`config.mk`:
```
export PLATFORM = sky130hd
export DESIGN_NAME = sd_cmd_rx
export DESIGN_NICKNAME = d
export VERILOG_FILES = /design/src/rtl/sd_pkg.sv /design/src/rtl/sd_crc7.sv /design/src/rtl/sd_cmd_rx.sv
export SDC_FILE = /design/constraint.sdc
export NUM_CORES = 1
export LEC_CHECK = 0
export CAP_MARGIN = 10
export CORE_AREA = 2 2 126 128
export CTS_CLUSTER_SIZE = 20
export DETAILED_ROUTE_END_ITERATION = 10
export DIE_AREA = 0 0 128 130
export PLACE_DENSITY = 0.45
export SETUP_SLACK_MARGIN = 0.15
export SLEW_MARGIN = 20
export SYNTH_ARGS = -nofsm -noshare
export SYNTH_HDL_FRONTEND = slang
export SYNTH_SLANG_ARGS = --single-unit
```
`constraint.sdc`:
```
create_clock -name clk_i -period 3.6 [get_ports clk_i]
set_input_delay 0.72 -clock clk_i [delete_from_list [all_inputs] [get_ports clk_i]]
set_output_delay 0.72 -clock clk_i [all_outputs]
set_load 0.02 [all_outputs]
```
`src/rtl/sd_pkg.sv`:
```
// ---------------------------------------------------------------------------
// sd_pkg
//   Shared constants and types for the SD command-line blocks.
//   - Response frame lengths (48-bit short, 136-bit R2 long).
//   - CRC7 polynomial (x^7 + x^3 + 1) and a one-bit serial update helper.
//   - Receiver FSM state encoding.
//   - Receiver shift-register and bit-counter widths, which depend on the
//     optional build macro SD_CMD_RX_R2_EN (136-bit R2 support).
// ---------------------------------------------------------------------------
package sd_pkg;

    localparam int unsigned SD_RESP_SHORT_BITS = 48;
    localparam int unsigned SD_RESP_LONG_BITS  = 136;

    localparam logic [6:0] SD_CRC7_POLY = 7'h09;

`ifdef SD_CMD_RX_R2_EN
    localparam int unsigned SD_RX_SR_BITS  = SD_RESP_LONG_BITS;
    localparam int unsigned SD_RX_CNT_BITS = 8;
`else
    localparam int unsigned SD_RX_SR_BITS  = SD_RESP_SHORT_BITS;
    localparam int unsigned SD_RX_CNT_BITS = 6;
`endif

    typedef enum logic [1:0] {
        RX_IDLE       = 2'd0,
        RX_WAIT_START = 2'd1,
        RX_RECV       = 2'd2,
        RX_DONE       = 2'd3
    } sd_rx_state_e;

    // One serial CRC7 step: message bit enters at the top, feedback taps
    // follow the polynomial.
    function automatic logic [6:0] sd_crc7_step(input logic [6:0] crc,
                                                input logic       data_bit);
        logic fb;
        fb = crc[6] ^ data_bit;
        return {crc[5:0], 1'b0} ^ (fb ? SD_CRC7_POLY : 7'h00);
    endfunction

endpackage

```
`src/rtl/sd_crc7.sv`:
```
// ---------------------------------------------------------------------------
// sd_crc7
//   Serial CRC7 generator/checker, shared by the command receiver and the
//   command transmitter. Register starts at zero.
//
//   Ports:
//     clk_i    system clock
//     rst_ni   asynchronous active-low reset
//     clear_i  synchronous clear to zero (wins over en_i)
//     en_i     advance the CRC by one message bit
//     bit_i    message bit, MSB of the frame first
//     crc_o    current CRC7 value
// ---------------------------------------------------------------------------
module sd_crc7
    import sd_pkg::*;
(
    input  logic       clk_i,
    input  logic       rst_ni,
    input  logic       clear_i,
    input  logic       en_i,
    input  logic       bit_i,
    output logic [6:0] crc_o
);

    logic [6:0] crc_q;

    // NOTE: clocked state is written with non-blocking assignments so every
    // flop samples the pre-edge values regardless of process ordering.
    always_ff @(posedge clk_i or negedge rst_ni) begin
        if (!rst_ni) begin
            crc_q <= 7'h00;
        end else if (clear_i) begin
            crc_q <= 7'h00;
        end else if (en_i) begin
            crc_q <= sd_crc7_step(crc_q, bit_i);
        end
    end

    assign crc_o = crc_q;

endmodule

```
`src/rtl/sd_cmd_rx.sv`:
```
// ---------------------------------------------------------------------------
// sd_cmd_rx
//   SD CMD-line response receiver. Armed by the command sequencer after the
//   last command bit, it samples CMD on each SDCLK rising-edge strobe, waits
//   for the start bit, shifts in a 48-bit response (or 136-bit R2 when built
//   with SD_CMD_RX_R2_EN), checks CRC7, transmission bit and end bit, and
//   reports the decoded fields with a one-cycle done pulse.
//
//   Build option: `define SD_CMD_RX_R2_EN adds long_i / long_o and 136-bit
//   frame support. Without it, frames are always 48 bits.
//
//   Parameters:
//     TIMEOUT_BITS  strobes to wait for a start bit before timeout (1..255)
//
//   Ports:
//     clk_i         system clock
//     rst_ni        asynchronous active-low reset
//     sdclk_rise_i  one-cycle strobe per SDCLK rising edge
//     start_i       arm pulse (ignored while busy_o)
//     long_i        expect R2 136-bit response (R2 build only)
//     cmd_i         synchronised CMD line
//     busy_o        armed or receiving
//     done_o        one-cycle result-valid pulse
//     timeout_o     no start bit within TIMEOUT_BITS strobes
//     crc_err_o     CRC7 mismatch
//     frame_err_o   transmission bit 1 or end bit 0
//     long_o        R2 bits [127:8] (R2 build only)
//     index_o       response bits [45:40]
//     arg_o         response bits [39:8]
// ---------------------------------------------------------------------------
module sd_cmd_rx
    import sd_pkg::*;
#(
    parameter int unsigned TIMEOUT_BITS = 64
) (
    input  logic          clk_i,
    input  logic          rst_ni,
    input  logic          sdclk_rise_i,
    input  logic          start_i,
`ifdef SD_CMD_RX_R2_EN
    input  logic          long_i,
`endif
    input  logic          cmd_i,
    output logic          busy_o,
    output logic          done_o,
    output logic          timeout_o,
    output logic          crc_err_o,
    output logic          frame_err_o,
`ifdef SD_CMD_RX_R2_EN
    output logic [119:0]  long_o,
`endif
    output logic [5:0]    index_o,
    output logic [31:0]   arg_o
);

    localparam int unsigned CW = SD_RX_CNT_BITS;
    localparam int unsigned SW = SD_RX_SR_BITS;

    localparam logic [7:0]    TIMEOUT_LIMIT  = 8'(TIMEOUT_BITS);
    localparam logic [CW-1:0] LAST_SHORT     = CW'(SD_RESP_SHORT_BITS);
    localparam logic [CW-1:0] CRC_LAST_SHORT = CW'(SD_RESP_SHORT_BITS - 8);
`ifdef SD_CMD_RX_R2_EN
    localparam logic [CW-1:0] LAST_LONG      = CW'(SD_RESP_LONG_BITS);
    localparam logic [CW-1:0] CRC_FIRST_LONG = CW'(9);
    localparam logic [CW-1:0] CRC_LAST_LONG  = CW'(SD_RESP_LONG_BITS - 8);
`endif

    sd_rx_state_e    state_q, state_d;

    logic [7:0]      wait_cnt_q;
    logic [CW-1:0]   bit_cnt_q;
    logic [CW-1:0]   bit_num;
    logic [CW-1:0]   last_num;
    logic            crc_in_range;
    logic [SW-1:0]   sr_q;
    logic [SW-1:0]   sr_next;
    logic            sr_msb_unused;
    logic [6:0]      crc_val;

    logic            timeout_q;
    logic            crc_err_q;
    logic            frame_err_q;
    logic [5:0]      index_q;
    logic [31:0]     arg_q;

    // FSM control strobes
    logic            arm;
    logic            take_bit;
    logic            wait_inc;
    logic            hit_timeout;
    logic            last_bit;

    // Frame position of the bit sampled on this strobe. The counter is
    // cleared on arming, so the start bit seen in WAIT_START is bit 1.
    assign bit_num = bit_cnt_q + CW'(1);
    assign sr_next = {sr_q[SW-2:0], cmd_i};

    // The start bit shifts out of the top and is never read back.
    assign sr_msb_unused = sr_q[SW-1];

`ifdef SD_CMD_RX_R2_EN
    logic          long_q;
    logic [119:0]  long_data_q;

    // R2 CRC skips the 8 header bits and covers the 120 CID/CSD bits.
    assign last_num     = long_q ? LAST_LONG : LAST_SHORT;
    assign crc_in_range = long_q ? ((bit_num >= CRC_FIRST_LONG) && (bit_num <= CRC_LAST_LONG))
                                 : (bit_num <= CRC_LAST_SHORT);
    assign long_o       = long_data_q;
`else
    assign last_num     = LAST_SHORT;
    assign crc_in_range = (bit_num <= CRC_LAST_SHORT);
`endif

    sd_crc7 u_crc7 (
        .clk_i   (clk_i),
        .rst_ni  (rst_ni),
        .clear_i (arm),
        .en_i    (take_bit && crc_in_range),
        .bit_i   (cmd_i),
        .crc_o   (crc_val)
    );

    // ---------------------------------------------------------------- FSM
    always_ff @(posedge clk_i or negedge rst_ni) begin
        if (!rst_ni) begin
            state_q <= RX_IDLE;
        end else begin
            state_q <= state_d;
        end
    end

    // NOTE: every signal driven here gets a default first, so no path can
    // leave one unassigned and infer a latch.
    always_comb begin
        state_d     = state_q;
        arm         = 1'b0;
        take_bit    = 1'b0;
        wait_inc    = 1'b0;
        hit_timeout = 1'b0;
        last_bit    = 1'b0;

        unique case (state_q)
            RX_IDLE: begin
                if (start_i) begin
                    arm     = 1'b1;
                    state_d = RX_WAIT_START;
                end
            end

            RX_WAIT_START: begin
                if (sdclk_rise_i) begin
                    if (!cmd_i) begin
                        take_bit = 1'b1;
                        state_d  = RX_RECV;
                    end else begin
                        wait_inc = 1'b1;
                        if ((wait_cnt_q + 8'd1) == TIMEOUT_LIMIT) begin
                            hit_timeout = 1'b1;
                            state_d     = RX_DONE;
                        end
                    end
                end
            end

            RX_RECV: begin
                if (sdclk_rise_i) begin
                    take_bit = 1'b1;
                    if (bit_num == last_num) begin
                        last_bit = 1'b1;
                        state_d  = RX_DONE;
                    end
                end
            end

            RX_DONE: begin
                state_d = RX_IDLE;
            end

            default: begin
                state_d = RX_IDLE;
            end
        endcase
    end

    // ------------------------------------------------------------ datapath
    // NOTE: the shift register is pure datapath that is fully overwritten by
    // every frame before being read, so it carries no reset.
    always_ff @(posedge clk_i) begin
        if (take_bit) begin
            sr_q <= sr_next;
        end
    end

    always_ff @(posedge clk_i or negedge rst_ni) begin
        if (!rst_ni) begin
            wait_cnt_q  <= '0;
            bit_cnt_q   <= '0;
            timeout_q   <= 1'b0;
            crc_err_q   <= 1'b0;
            frame_err_q <= 1'b0;
            index_q     <= '0;
            arg_q       <= '0;
`ifdef SD_CMD_RX_R2_EN
            long_q      <= 1'b0;
            long_data_q <= '0;
`endif
        end else begin
            if (arm) begin
                wait_cnt_q  <= '0;
                bit_cnt_q   <= '0;
                timeout_q   <= 1'b0;
                crc_err_q   <= 1'b0;
                frame_err_q <= 1'b0;
`ifdef SD_CMD_RX_R2_EN
                long_q      <= long_i;
`endif
            end

            if (wait_inc) begin
                wait_cnt_q <= wait_cnt_q + 8'd1;
            end

            if (hit_timeout) begin
                timeout_q <= 1'b1;
            end

            if (take_bit) begin
                bit_cnt_q <= bit_num;
                if ((bit_num == CW'(2)) && cmd_i) begin
                    frame_err_q <= 1'b1;
                end
            end

            // On the end bit the seven bits just before it are the received
            // CRC, and the CRC register has already stopped at its range end.
            if (last_bit) begin
                if (!cmd_i) begin
                    frame_err_q <= 1'b1;
                end
                if (crc_val != sr_q[6:0]) begin
                    crc_err_q <= 1'b1;
                end
                index_q <= sr_next[45:40];
                arg_q   <= sr_next[39:8];
`ifdef SD_CMD_RX_R2_EN
                long_data_q <= sr_next[127:8];
`endif
            end
        end
    end

    assign busy_o      = (state_q == RX_WAIT_START) || (state_q == RX_RECV);
    assign done_o      = (state_q == RX_DONE);
    assign timeout_o   = timeout_q;
    assign crc_err_o   = crc_err_q;
    assign frame_err_o = frame_err_q;
    assign index_o     = index_q;
    assign arg_o       = arg_q;

endmodule

```
==> run_results.csv, run 1 <==
group,metric,value,unit
status,status,"finished clean",
cts,clockBufferDepth,2,
cts,clkSinkCount,109,
global_routing,busiest_layer,"met2",
timing,period_needed,2.82,ns
synthesis,synth_common_cells,"64 x dfrtp_1, 45 x edfxtp_1, 30 x mux2_2",
cts,tritoncts,"done",
synthesis,yosysTopAreaCellShare,35.6,%
drt,drt_iter0_markers,174,
floorplanning,initial_core_util,29.1,%
timing,drv_slew,0,
timing,rsz0062_at_grt,"no",
global_routing,grt_antenna_before_repair,0,
synthesis,synth_cell_type_count,45,
timing,min_period_over_period,78.4,%
place,port_buffers,47,
drt,wirelength,8270,µm
setup_path,cp.arrival,3.05,ns
synthesis,synth-edff-count,45,
setup_path,worst-setup-path-type,"reg -> reg",
setup_path,crit_path_max_incr_delay,0.49,ns
drt,antenna_left,0,
setup_path,cpMaxStageDelayCell,"dfrtp_1",
timing,max_freq,354,MHz
synthesis,syn-cell-area,4500,µm²
place,gp_congestion,0.749,
drt,vias,2597,
synthesis,yosysMostFrequentCell,"dfrtp_1",
global_routing,grt_pass1_vias,2641,
power,powerDensity,574,nW/µm²
cts,cts_resized,0,
floorplanning,ios,48,
synthesis,synth_area_per_cell,14.0,µm²
global_routing,grt.met3_usage,4.26,%
drt,wire_per_inst,14.6,µm
timing,hold_viol_final,0,
drt,remaining_drc_errors,0,
synthesis,yosys-top-cells-area,"dfrtp_1 36%, edfxtp_1 30%, mux2_2 7.5%",
global_routing,grt.met1_usage,14.6,%
floorplanning,dieArea,16600,µm²
floorplanning,die_w,128,µm
final_layout,antenna_cells,0,
synthesis,synthCells,320,
cts,cts_hold_buffers,0,
global_routing,grt_pass1_wl,14100,µm
synthesis,synth_seq_area_share,65.7,%
setup_path,endpoint_kind,"flop",
cts,htreeDepth,3,
drt,via_per_inst,4.58,
synthesis,ys_ff_latch,109,
timing,worst_slew_pin_slew,0.875,ns
setup_path,cp-start-kind,"flop",
final_layout,drive_gt1_share,14.9,%
final_layout,area_growth_syn_to_layout,21.3,%
timing,slew_headroom,41.6,%
synthesis,synth_ff_type,"dfrtp_1",
final_layout,multiInputGateArea,1440,µm²
global_routing,grtUsageTotal,11.0,%
timing,fin_tns_setup,0,ns
setup_path,path_cells,"ha_1 > or3b_1 > o22a_1 > a2bb2oi_2 > and2b_2 > buf_12 > mux2_2",
cts,clkTransAtPathRegs,0.07,ns
cts,cts_setup_buffers,0,
setup_path,critical_path_required,3.83,ns
timing,fin_worst_skew,0.00906,ns
final_layout,fin_util,35.4,%
floorplanning,core,15400,µm²
global_routing,grt_max_degree,65,
final_layout,fin_nets,385,
cts,numCtsBuffers,9,
timing,setup_viol,0,
power,p_leak,0.00226,µW
drt,firstDrtPassIters,4,
place,hpwl,5410,µm
global_routing,overflow,0,
floorplanning,rows,46,
final_layout,n_fill_cell,1521,
cts,root_buffer,"clkbuf_16",
floorplanning,die_y,130,µm
final_layout,final-seq-area,2950,µm²
setup_path,worstPathMaxFanout,24,
synthesis,syn_nets,335,
synthesis,async_flop_share,58.7,%
hold_path,hp-class,"reg -> reg",
run,drv_cap,0,
synthesis,synth_warnings,0,
global_routing,use_met2,16.8,%
power,peakVddDrop,372,µV
synthesis,yosysTopAreaCell,"dfrtp_1",
cts,clk_latency,0.35,ns
## critical path: cells and delay by family (launching register included)
family / cells / cell delay [ns]
AO/OA/AOI/OAI: 2 / 0.37
adder cells (fa/ha/maj): 1 / 0.38
buffers and inverters: 1 / 0.24
flip-flops: 1 / 0.49
multiplexers: 1 / 0.35
AND/OR/NAND/NOR: 2 / 0.86
## area by class of cell
class                   count  share of cell area [%]
clock buffers              10                    4.20
clock inverters             6                   0.826
inverters                   7                   0.482
multi-input cells         192                    26.4
flip-flops and latches    109                    54.1
well taps                 192                    4.40
repair buffers             51                    9.54
## report_power, final
part	internal (µW)	total, µW	switching, µW	leakage [µW]
Clock	475	923	448	0.000137
Sequential	1530	1660	134	0.00130
Combinational	215	549	334	0.000823
## sequential cells by signal, summed over array words and instances, names as in the netlist
signal / cells
arg_o: 32
bit_cnt_q: 6
crc_err_o: 1
frame_err_o: 1
index_o: 6
sr_q: 45
state_q: 2
timeout_o: 1
u_crc7.crc_o: 7
wait_cnt_q: 8
## per-layer routing
| metal | up-vias | part of all wire [%] |
|---|---|---|
| met5 | - | 0 |
| met3 | 7 | 4.5 |
| met2 | 49 | 45 |
| li1 | 1248 | - |
| met1 | 1293 | 49 |
| met4 | 0 | 1.2 |
## cells in the final DEF (no fill, tap or decap), types with 4 or more instances in the layout
cell type / netlist / routed
clkdlybuf4s50_1: 0 / 46
nand2_1: 20 / 20
nand3_1: 16 / 16
a21oi_1: 6 / 6
xnor2_1: 8 / 8
and2_1: 5 / 5
inv_1: 6 / 5
nor2_1: 14 / 14
mux2_1: 9 / 9
mux2i_1: 7 / 7
xor2_1: 8 / 8
mux2_2: 30 / 30
o21ai_0: 17 / 17
ha_1: 10 / 10
edfxtp_1: 45 / 45
nand4_1: 4 / 4
dfrtp_1: 64 / 64
o31ai_1: 4 / 4
clkbuf_16: 0 / 9
## kinds of logic after synthesis
family	count (synthesis)	share of synthesized area, %
buffers and inverters	19	2.31
and+or+nand+nor	79	9.13
xor gates and xnor gates	16	3.12
adders and majority gates	10	2.78
muxes	46	11.3
DFF	109	65.7
AOI/OAI and AO/OA	41	5.65
## path summary, 6_finish.rpt
path | startpoint | endpoint | slack (ns) | cells after the start
min | sr_q[38]$_DFFE_PP_ | sr_q[39]$_DFFE_PP_ | 0.45 | 0
min reg2reg | sr_q[38]$_DFFE_PP_ | sr_q[39]$_DFFE_PP_ | 0.45 | 0
max in group asynchronous | rst_ni | u_crc7.crc_o[3]$_DFFE_PN0P_ | 2.46 | 2
min in group asynchronous | rst_ni | arg_o[18]$_DFFE_PN0P_ | 0.56 | 2
max | bit_cnt_q[0]$_DFFE_PN0P_ | index_o[0]$_DFFE_PN0P_ | 0.78 | 7
max reg2reg | bit_cnt_q[0]$_DFFE_PN0P_ | index_o[0]$_DFFE_PN0P_ | 0.78 | 7
## through the flow
stage	area, µm²	worst slack, ns	power, µW	cells	hold WS, ns
2_1_floorplan	4500	0.905	2030	320	0.420
3_3_place_gp	5180	0.787	2240	551	0.424
3_5_place_dp	5180	0.744	2250	551	0.429
4_1_cts	5450	0.728	3200	567	0.450
5_1_grt	5450	0.605	3330	567	0.458
6_report	5450	0.777	3130	567	0.447
Power figures use the tool's default switching activity.
==> inputs of run 2 (changes only) <==
Clock period 3.6 ns to 2.7 ns, I/O delays scaled along.
==> run 2 against run 1 <==
Compared with the run above: sequential power increased by 33%; wire length increased by 4.4%; combinational power increased by 38%; non-clock buffer count increased by 5; worst setup slack got worse by 0.49 ns; via count increased by 3.6%; count of clock-buffer cells in the layout unchanged; critical path depth unchanged; total power increased by 38%; first-iteration DRC count increased by 17%; critical path type unchanged; largest power group unchanged.
==> run_results.csv, run 2 (synthesized netlist as in run 1, its figures left out) <==
group,metric,value,unit
status,status,"finished clean",
setup_path,cpMaxStageDelayCell,"dfrtp_1",
timing,min_period_over_period,89.4,%
floorplanning,rows,46,
timing,hold_viol_final,0,
drt,via_per_inst,4.70,
timing,period_needed,2.41,ns
cts,clkTransAtPathRegs,0.08,ns
drt,remaining_drc_errors,0,
cts,root_buffer,"clkbuf_16",
setup_path,cp.arrival,2.65,ns
timing,setup_ws,0.286,ns
drt,antenna_left,0,
place,dp_slack,0.230,ns
floorplanning,ios,48,
global_routing,grt.met1_usage,14.6,%
power,p_clk_share,31.3,%
global_routing,grt_antenna_before_repair,0,
power,power_frac_seq,51.2,%
timing,worst_slew_pin_slew,0.688,ns
place,hpwl,5530,µm
cts,cts_resized,0,
power,powerDensity,783,nW/µm²
power,p_sw,1260,µW
global_routing,busiest_layer,"met2",
setup_path,path_depth,7,
floorplanning,core,15400,µm²
floorplanning,dieArea,16600,µm²
timing,setup_viol,0,
timing,rsz0062_at_grt,"no",
global_routing,use_met2,17.4,%
power,p_comb_share,17.5,%
place,port_buffers,47,
global_routing,grt_max_degree,47,
cts,tritoncts,"done",
setup_path,path_cells,"ha_2 > or3b_1 > o22a_1 > a2bb2oi_2 > and2b_2 > buf_12 > mux2_2",
global_routing,grt_pass1_vias,2682,
cts,clockBufferDepth,2,
cts,clkSinkCount,109,
final_layout,area_growth_syn_to_layout,22.8,%
place,placed_area,5220,µm²
timing,slew_headroom,54.1,%
timing,holdWs,0.213,ns
setup_path,worstPathMaxFanout,39,
power,netSwitchingFraction,29.2,%
final_layout,top_register,"sr_q",
timing,max_freq,414,MHz
global_routing,grt.met3_usage,3.69,%
cts,clk_latency,0.35,ns
place,gp_congestion,0.799,
cts,cts_setup_buffers,0,
final_layout,layout_common_cells,"64 x dfrtp_1, 46 x clkdlybuf4s50_1, 45 x edfxtp_1, 30 x mux2_2, 20 x nand2_1",
drt,firstDrtPassIters,5,
timing,drv_slew,0,
setup_path,cp-start-kind,"flop",
cts,cts_hold_buffers,0,
global_routing,grt_pass1_wl,14100,µm
drt,drt_iter0_markers,204,
cts,numCtsBuffers,9,
power,peakVddDrop,386,µV
setup_path,rr_worst_depth,7,
floorplanning,die_w,128,µm
timing,fin_worst_skew,0.00951,ns
cts,htreeDepth,3,
setup_path,worst-path-buf-inv,1,
drt,vias,2691,
hold_path,hp-class,"in -> async",
final_layout,fin_area,5520,µm²
global_routing,overflow,0,
run,drv_cap,0,
setup_path,endpoint_kind,"flop",
final_layout,fin_nets,390,
setup_path,worst-setup-path-type,"reg -> reg",
drt,wire_per_inst,15.1,µm
floorplanning,die_y,130,µm
power,p_leak,0.00228,µW
power,p_int,3060,µW
final_layout,layout_commonest_cell,"dfrtp_1",
setup_path,crit_family,"simple AND/OR/NAND/NOR gates",
final_layout,drive_gt1_share,16.3,%
final_layout,fin_util,35.8,%
setup_path,crit_path_max_incr_delay,0.47,ns
drt,wirelength,8630,µm
timing,fin_tns_setup,0,ns
final_layout,largest_reg_flops,45,
setup_path,critical_path_required,2.94,ns
final_layout,antenna_cells,0,
global_routing,grtUsageTotal,11.1,%
floorplanning,initial_core_util,29.1,%
[run 2: cell type report]
cell class              count  area [µm²]
multi-input cells         192        1440
flip-flops and latches    109        2950
repair buffers             56         558
fillers                  1508        9900
clock inverters             6        68.8
clock buffers              10         229
well taps                 192         240
inverters                   7        30.0
[run 2: stage by stage]
step | instances | total power (µW)
after floorplan | 320 | 2710
after global placement | 556 | 3010
after detailed placement | 556 | 3010
after CTS | 572 | 4390
after global routing | 572 | 4570
final | 572 | 4320
[run 2: power groups by stage]
| stage | clock, µW | combinational (µW) | sequential, µW |
|---|---|---|---|
| 2_1_floorplan | 0 | 516 | 2200 |
| 3_3_place_gp | 0 | 767 | 2240 |
| 3_5_place_dp | 0 | 768 | 2240 |
| 4_1_cts | 1410 | 771 | 2210 |
| 5_1_grt | 1470 | 860 | 2250 |
| 6_report | 1350 | 756 | 2210 |
[run 2: path summary, 6_finish.rpt]
kind,from,to,slack (ns)
max reg2reg,bit_cnt_q[1]$_DFFE_PN0P_,arg_o[0]$_DFFE_PN0P_,0.29
max in group asynchronous,rst_ni,arg_o[11]$_DFFE_PN0P_,1.86
min,rst_ni,arg_o[16]$_DFFE_PN0P_,0.21
max,bit_cnt_q[1]$_DFFE_PN0P_,arg_o[0]$_DFFE_PN0P_,0.29
min in group clk_i,sr_q[7]$_DFFE_PP_,sr_q[8]$_DFFE_PP_,0.44
min reg2reg,sr_q[7]$_DFFE_PP_,sr_q[8]$_DFFE_PP_,0.44
[run 2: routing by layer]
metal	up-vias	routed length (µm)
met5	-	0
met4	0	119
met2	63	4010
met1	1356	4120
met3	9	381
li1	1263	-
==> inputs of run 3 (changes only) <==
Settings changed: CAP_MARGIN 10 to not set.
==> results of run 3 <==
The final DEF is identical to that of run 2; final timing and power are the same.
